--- config.mk ---
export PLATFORM = sky130hd
export DESIGN_NAME = csr_file
export DESIGN_NICKNAME = d
export VERILOG_FILES = /design/src/rtl/csr_file.sv
export SDC_FILE = /design/constraint.sdc
export NUM_CORES = 1
export LEC_CHECK = 0
export ABC_AREA = 1
export CORE_ASPECT_RATIO = 0.5
export CORE_MARGIN = 4
export CORE_UTILIZATION = 45
export CTS_BUF_LIST = sky130_fd_sc_hd__clkbuf_8 sky130_fd_sc_hd__clkbuf_16
export CTS_CLUSTER_SIZE = 20
export DETAILED_ROUTE_END_ITERATION = 10
export HOLD_SLACK_MARGIN = 0.03
export PLACE_DENSITY = 0.77
export SLEW_MARGIN = 25
export SYNTH_ARGS = -nofsm -noshare
export SYNTH_HDL_FRONTEND = slang
export SYNTH_SLANG_ARGS = --single-unit
--- constraint.sdc ---
create_clock -name clk -period 2.8 [get_ports clk]
set_input_delay 0.84 -clock clk [delete_from_list [all_inputs] [get_ports clk]]
set_output_delay 0.84 -clock clk [all_outputs]
set_load 0.1 [all_outputs]
--- src/rtl/csr_file.sv ---
// Machine-mode CSR file: mstatus/mtvec/mscratch/mepc/mcause, 64-bit cycle/instret counters, trap save/restore.
// Latency: reads are combinational from pre-edge state; writes, traps and counter updates land on the next rising edge.
// Backpressure: none; every access resolves in its own cycle, and illegal accesses are flagged instead of stalled.
module csr_file (
   input  logic        clk,
   input  logic        reset,
   input  logic        csr_en,
   input  logic [1:0]  csr_op,
   input  logic [11:0] csr_addr,
   input  logic [31:0] csr_wdata,
   output logic [31:0] csr_rdata,
   output logic        illegal_csr,
   input  logic        save_exp,
   input  logic [3:0]  exp_code,
   input  logic [31:0] exp_pc,
   input  logic        restore_exp,
   output logic [31:0] mepc_o,
   output logic [31:0] mtvec_o,
   output logic        mie_o,
   input  logic        insn_retire
);

   localparam logic [1:0]  OP_RW       = 2'b01;
   localparam logic [1:0]  OP_RS       = 2'b10;
   localparam logic [1:0]  OP_RC       = 2'b11;

   localparam logic [11:0] A_MSTATUS   = 12'h300;
   localparam logic [11:0] A_MTVEC     = 12'h305;
   localparam logic [11:0] A_MSCRATCH  = 12'h340;
   localparam logic [11:0] A_MEPC      = 12'h341;
   localparam logic [11:0] A_MCAUSE    = 12'h342;
   localparam logic [11:0] A_MCYCLE    = 12'hB00;
   localparam logic [11:0] A_MCYCLEH   = 12'hB80;
   localparam logic [11:0] A_MINSTRET  = 12'hB02;
   localparam logic [11:0] A_MINSTRETH = 12'hB82;
   localparam logic [11:0] A_CYCLE     = 12'hC00;
   localparam logic [11:0] A_CYCLEH    = 12'hC80;
   localparam logic [11:0] A_INSTRET   = 12'hC02;
   localparam logic [11:0] A_INSTRETH  = 12'hC82;

   // Architectural state; mtvec/mepc keep bits 1:0 forced to zero on every load
   logic        r_mie;
   logic        r_mpie;
   logic [31:0] r_mtvec;
   logic [31:0] r_mscratch;
   logic [31:0] r_mepc;
   logic [3:0]  r_mcause;
   logic [63:0] r_mcycle;
   logic [63:0] r_minstret;

   logic        w_impl;
   logic [31:0] w_old;
   logic [31:0] w_new;
   logic        w_wr_req;
   logic        w_ro;
   logic        w_we;
   logic [63:0] w_mcycle_nxt;
   logic [63:0] w_minstret_nxt;

   // Address decode and old-value mux; unknown addresses read 0 and are flagged unimplemented
   always_comb begin
      w_impl = 1'b1;
      w_old  = 32'd0;
      case (csr_addr)
         A_MSTATUS:              w_old = {24'd0, r_mpie, 3'd0, r_mie, 3'd0};
         A_MTVEC:                w_old = r_mtvec;
         A_MSCRATCH:             w_old = r_mscratch;
         A_MEPC:                 w_old = r_mepc;
         A_MCAUSE:               w_old = {28'd0, r_mcause};
         A_MCYCLE,   A_CYCLE:    w_old = r_mcycle[31:0];
         A_MCYCLEH,  A_CYCLEH:   w_old = r_mcycle[63:32];
         A_MINSTRET, A_INSTRET:  w_old = r_minstret[31:0];
         A_MINSTRETH, A_INSTRETH: w_old = r_minstret[63:32];
         default:                w_impl = 1'b0;
      endcase
   end

   // Read-modify-write result for the three access types
   always_comb begin
      w_new = csr_wdata;
      case (csr_op)
         OP_RS:   w_new = w_old | csr_wdata;
         OP_RC:   w_new = w_old & ~csr_wdata;
         default: w_new = csr_wdata;
      endcase
   end

   // RS/RC with a zero operand is a pure read, so it is legal even on the read-only aliases
   assign w_wr_req    = csr_en & ((csr_op == OP_RW) | (csr_op[1] & (csr_wdata != 32'd0)));
   assign w_ro        = (csr_addr[11:8] == 4'hC);
   assign illegal_csr = csr_en & (~w_impl | (w_wr_req & w_ro));
   assign csr_rdata   = illegal_csr ? 32'd0 : w_old;
   // Trap save/restore take the edge; a CSR write in the same cycle is dropped
   assign w_we        = w_wr_req & ~illegal_csr & ~save_exp & ~restore_exp;

   assign mepc_o  = r_mepc;
   assign mtvec_o = r_mtvec;
   assign mie_o   = r_mie;

   // Counter next values: a written half replaces the increment and the other half holds
   always_comb begin
      w_mcycle_nxt   = r_mcycle + 64'd1;
      w_minstret_nxt = r_minstret + {63'd0, insn_retire};
      if (w_we && csr_addr == A_MCYCLE)
         w_mcycle_nxt = {r_mcycle[63:32], w_new};
      else if (w_we && csr_addr == A_MCYCLEH)
         w_mcycle_nxt = {w_new, r_mcycle[31:0]};
      if (w_we && csr_addr == A_MINSTRET)
         w_minstret_nxt = {r_minstret[63:32], w_new};
      else if (w_we && csr_addr == A_MINSTRETH)
         w_minstret_nxt = {w_new, r_minstret[31:0]};
   end

   // Counter registers; reset overrides both increment and write
   always_ff @(posedge clk) begin
      if (reset) begin
         r_mcycle   <= 64'd0;
         r_minstret <= 64'd0;
      end else begin
         r_mcycle   <= w_mcycle_nxt;
         r_minstret <= w_minstret_nxt;
      end
   end

   // Control CSRs with priority reset > trap save > trap restore > CSR write
   always_ff @(posedge clk) begin
      if (reset) begin
         r_mie      <= 1'b0;
         r_mpie     <= 1'b0;
         r_mtvec    <= 32'd0;
         r_mscratch <= 32'd0;
         r_mepc     <= 32'd0;
         r_mcause   <= 4'd0;
      end else if (save_exp) begin
         r_mepc     <= exp_pc & 32'hFFFF_FFFC;
         r_mcause   <= exp_code;
         r_mpie     <= r_mie;
         r_mie      <= 1'b0;
      end else if (restore_exp) begin
         r_mie      <= r_mpie;
         r_mpie     <= 1'b1;
      end else if (w_we) begin
         case (csr_addr)
            A_MSTATUS: begin
               r_mie  <= w_new[3];
               r_mpie <= w_new[7];
            end
            A_MTVEC:    r_mtvec    <= w_new & 32'hFFFF_FFFC;
            A_MSCRATCH: r_mscratch <= w_new;
            A_MEPC:     r_mepc     <= w_new & 32'hFFFF_FFFC;
            A_MCAUSE:   r_mcause   <= w_new[3:0];
            default:    ;
         endcase
      end
   end

endmodule

==> impl_summary.md <==
Layout
The signed area change from the synthesized netlist to the final layout is 46.7%. The number of nets in the finished design is 3540. The multi-input combinational cells in the finished layout cover a total of 11300 µm². The filler cell count is 3335. The number of non-filler instances in the completed layout is 3955. Leaving out fill and tap cells, the most frequent cells in the layout are 860 x sky130_fd_sc_hd__nand2_1, 560 x sky130_fd_sc_hd__nor2_1, 395 x sky130_fd_sc_hd__buf_4. The sequential cell area is 4520 µm². The proportion of layout cells with a drive suffix above 1 is 23.0%. The post-route core utilization is 67.2%.

The post-route standard cell area excluding fillers is between 20000 and 25000 µm². Leaving out fill and tap cells, the most frequent cell in the layout is sky130_fd_sc_hd__nand2_1.

STA
Counting I/O delays and the setup requirement, the final critical path takes about 3500 ps. The final max-slew violation count was 0. For the pin with the worst max-slew slack, the measured transition is between 800 and 900 ps. The largest clock skew in the final design is between 15 and 20 ps. Setup repair after global routing could not meet its margin everywhere. Dividing the final minimum period by the clock period gives 123%. Static timing analysis puts the maximum clock frequency at 290 MHz. The hold violation total from the final report is 0.

The worst-case headroom to the max-slew limit is between 40% and 50%. The number of setup violations in the final report is 49. After layout, the worst setup slack is -652 ps.

Worst setup path
The category of cells accounting for the largest share of critical-path delay is buffers and inverters. The number of buffer and inverter instances along the worst setup path is 6. STA classifies the critical path startpoint as an input pin. STA classifies the critical path endpoint as an output port. Data on the critical path is required at its endpoint by 1960 ps.

The startpoint identified for the worst register-to-register timing path is r_minstret[34]. Traced cell by cell, the critical path runs through buf_4 -> nor2_1 -> nand2_2 -> nor2_4 -> buf_6 -> buf_12 -> buf_6 -> nand3_1 -> o21ai_1 -> buf_4 -> nor2_2 -> a21oi_4 -> buf_12. The peak per-stage delay on the critical path is 220 ps. The data arrival time of the critical path is between 2000 and 3000 ps. In this run the worst path has a maximum fanout of 11. The category of the critical setup timing path is input pin to output port. On the critical path, the stage with the largest delay is an instance of sky130_fd_sc_hd__a21oi_4.

In this run the worst setup path begins at csr_addr[1].

Outcome
The flow ran to the end, but the final reports show violations. The final reports fail on negative setup slack.

Clock tree
Counting along the longest clock path gives a buffer depth of 3. Counting the buffers created by CTS gives 24. CTS built an H-tree with a depth of 1. Clock latency on the worst-skew pair, taken at its later pin, is 560 ps. The clock root buffer is sky130_fd_sc_hd__clkbuf_16. The clock net sink count is 226.

TritonCTS built the clock tree. The clock edge transition at the registers on the reported setup and hold paths is 70 ps.

Die
The initial utilization of the core area, before any placement, comes to roughly 46%. The core footprint is about 36000 µm². The site row count is just under 50.

The number of top-level design ports is 186. The floorplan step defined a die boundary enclosing ~40000 µm². The horizontal die dimension is 279 µm. From bottom edge to top edge, the die measures roughly 140 µm.

Global routing
Entering global routing, the biggest net connects 74 pins. The overflow left after global routing is 0. The number of antenna violations at the first check in global routing is 8. The all-layer global routing usage is 45.3%. The first global-routing pass estimated 134000 µm of wire. The number of global-route vias before repair is 20.7k.

Route
Before antenna repair, the detailed router went through 8 iterations. The post-detailed-route via-to-cell ratio is 5.76. The mean routed wirelength per cell is roughly 24 µm. The detailed router placed 22.8k vias in this run. The count of nets left with antenna violations once routing finished came out at 0.

The final layout contains routed wiring with a total length of approximately 94000 µm. After detailed routing, the number of remaining DRC violations is 0. The detailed router finished its first iteration with around 3.7k violations.

Place
The area after detailed placement is approximately 22000 µm². The number of placed instances, taps included is a little under 4k. In this run the tool buffered the top-level ports with 179 buffer cells. The HPWL after detailed placement is 74800 µm. The routability congestion estimate is 1.16.

Synthesis
Summed over its instances, the top area cell type makes up 27.4% of the synthesized netlist area. Averaged over all synthesized cells, the footprint is approximately 5.6 µm². Yosys mapped a number of flops with a built-in enable equal to 0. In the synthesized netlist the async set-or-reset flop fraction comes to 0%.

The dominant register cell in the synthesized netlist is sky130_fd_sc_hd__dfxtp_1. By area the synthesized netlist is led by sky130_fd_sc_hd__dfxtp_1 27%, sky130_fd_sc_hd__nand2_1 21%, sky130_fd_sc_hd__nor2_1 14%. Of the synthesized area, sequential elements account for 27.4%. The number of synthesis warnings is 0. Synthesis handed over a netlist of between 2k and 3k instances. In this run, synthesis produced a sequential element count of 226. The count of different cell masters after synthesis is 41. The library cell with the largest summed area after synthesis is sky130_fd_sc_hd__dfxtp_1. In this run the cell area of the synthesized design comes to 16500 µm².

Min path
The class of the tightest hold or removal check is register to register. The worst min-delay path startpoint is r_mscratch[22].

Power
Summed over all cells, the static leakage comes to 0.0115 µW. The post-layout total power is 8210 µW. Dividing total power by cell area gives a power density of 339 nW/µm². Across the VDD grid, the largest voltage drop is 0.429 mV.

Flow run
The tool flagged a number of max-cap violations equal to 0.
per-stage QoR:
stage / hold slack, ps / setup WS, ps / TNS (ps)
after floorplan: 425 / -682 / -20120
final: 477 / -652 / -22440
after CTS: 456 / -578 / -18530
after global placement: 442 / -1250 / -199040
after detailed placement: 446 / -1260 / -201670
after global routing: 499 / -702 / -25480
flip-flops by register name, indices dropped and copies added (netlist names):
register	cells
r_mpie	1
r_mcycle	64
mepc_o	30
mie_o	1
r_minstret	64
r_mcause	4
r_mscratch	32
mtvec_o	30
cells by family (layout without fill, tap and decap cells):
family                   count (synthesis)  in the layout  synth area share, %
flip-flops                             226            226                 27.4
adder cells (fa/ha/maj)                  3              3                0.227
AND/OR/NAND/NOR                       1912           1912                 47.7
XOR/XNOR                               105            105                 5.57
other                                    1              8               0.0227
AO/OA/AOI/OAI                          273            273                 8.45
buffers and inverters                  438            944                 10.6
worst paths after layout:
| path | end | slack, ps | depth (start not counted) |
|---|---|---|---|
| worst max-delay path | csr_rdata[8] | -650 | 13 |
| worst min-delay path | r_mscratch[22] | 480 | 2 |
| worst max register to register | r_minstret[34] | 80 | 20 |
| worst min register to register | r_mscratch[22] | 480 | 2 |
tightest hold or removal path, stage by stage, from the launching register on:
cell and delay [ps]:
sky130_fd_sc_hd__dfxtp_1 300, sky130_fd_sc_hd__inv_1 70, sky130_fd_sc_hd__a21oi_1 60
layer usage:
metal	vias up	part of all wire (%)	global-route usage, %
met5	-	0.053	0
met1	10600	39	60.1
met4	8	5.4	19.8
met3	342	15	15.4
li1	10300	-	-
met2	1589	41	67.4
layout make-up:
cell class	count	share of cell area, %
diodes	4	0.0413
clock buffers	31	2.92
clock inverters	13	0.512
inverters	305	4.87
multi-input cells	2297	46.6
flip-flops and latches	226	18.7
well taps	484	2.50
repair buffers	595	23.9
power by group:
part           switching (µW)  total [µW]  leakage, µW  internal [µW]
Sequential               51.7        3310      0.00183           3260
Clock                    1530        3500     0.000408           1970
Combinational             928        1400      0.00925            474
Total                    2510        8210       0.0115           5700
repair_timing:
item / CTS / global route
pin swaps: 73 / 48
gates cloned: 2 / 0
hold buffers: 0 / 0
resized for setup: 361 / 78
buffers inserted: 51 / 11
setup endpoints to repair: 257 / 87
synthesized netlist by cell type, types with 2 or more instances:
library cell / number
sky130_fd_sc_hd__nand2_1: 908
sky130_fd_sc_hd__nand3_1: 225
sky130_fd_sc_hd__clkinv_1: 2
sky130_fd_sc_hd__buf_2: 49
sky130_fd_sc_hd__xnor2_1: 7
sky130_fd_sc_hd__a21oi_1: 79
sky130_fd_sc_hd__nand3b_1: 5
sky130_fd_sc_hd__inv_2: 9
sky130_fd_sc_hd__xor2_1: 98
sky130_fd_sc_hd__nor3_1: 66
sky130_fd_sc_hd__buf_4: 11
sky130_fd_sc_hd__nand4_1: 59
sky130_fd_sc_hd__or2_2: 4
sky130_fd_sc_hd__nor2_4: 3
sky130_fd_sc_hd__ha_1: 3
sky130_fd_sc_hd__buf_1: 8
sky130_fd_sc_hd__nor4_1: 14
sky130_fd_sc_hd__clkbuf_1: 63
sky130_fd_sc_hd__nand2_2: 5
sky130_fd_sc_hd__dfxtp_1: 226
sky130_fd_sc_hd__nor2_2: 9
sky130_fd_sc_hd__nor3b_1: 3
sky130_fd_sc_hd__o21ai_0: 164
sky130_fd_sc_hd__nor2_1: 604
sky130_fd_sc_hd__o22ai_1: 13
sky130_fd_sc_hd__inv_1: 294
sky130_fd_sc_hd__o21ai_1: 13
Power figures use the tool's default switching activity.
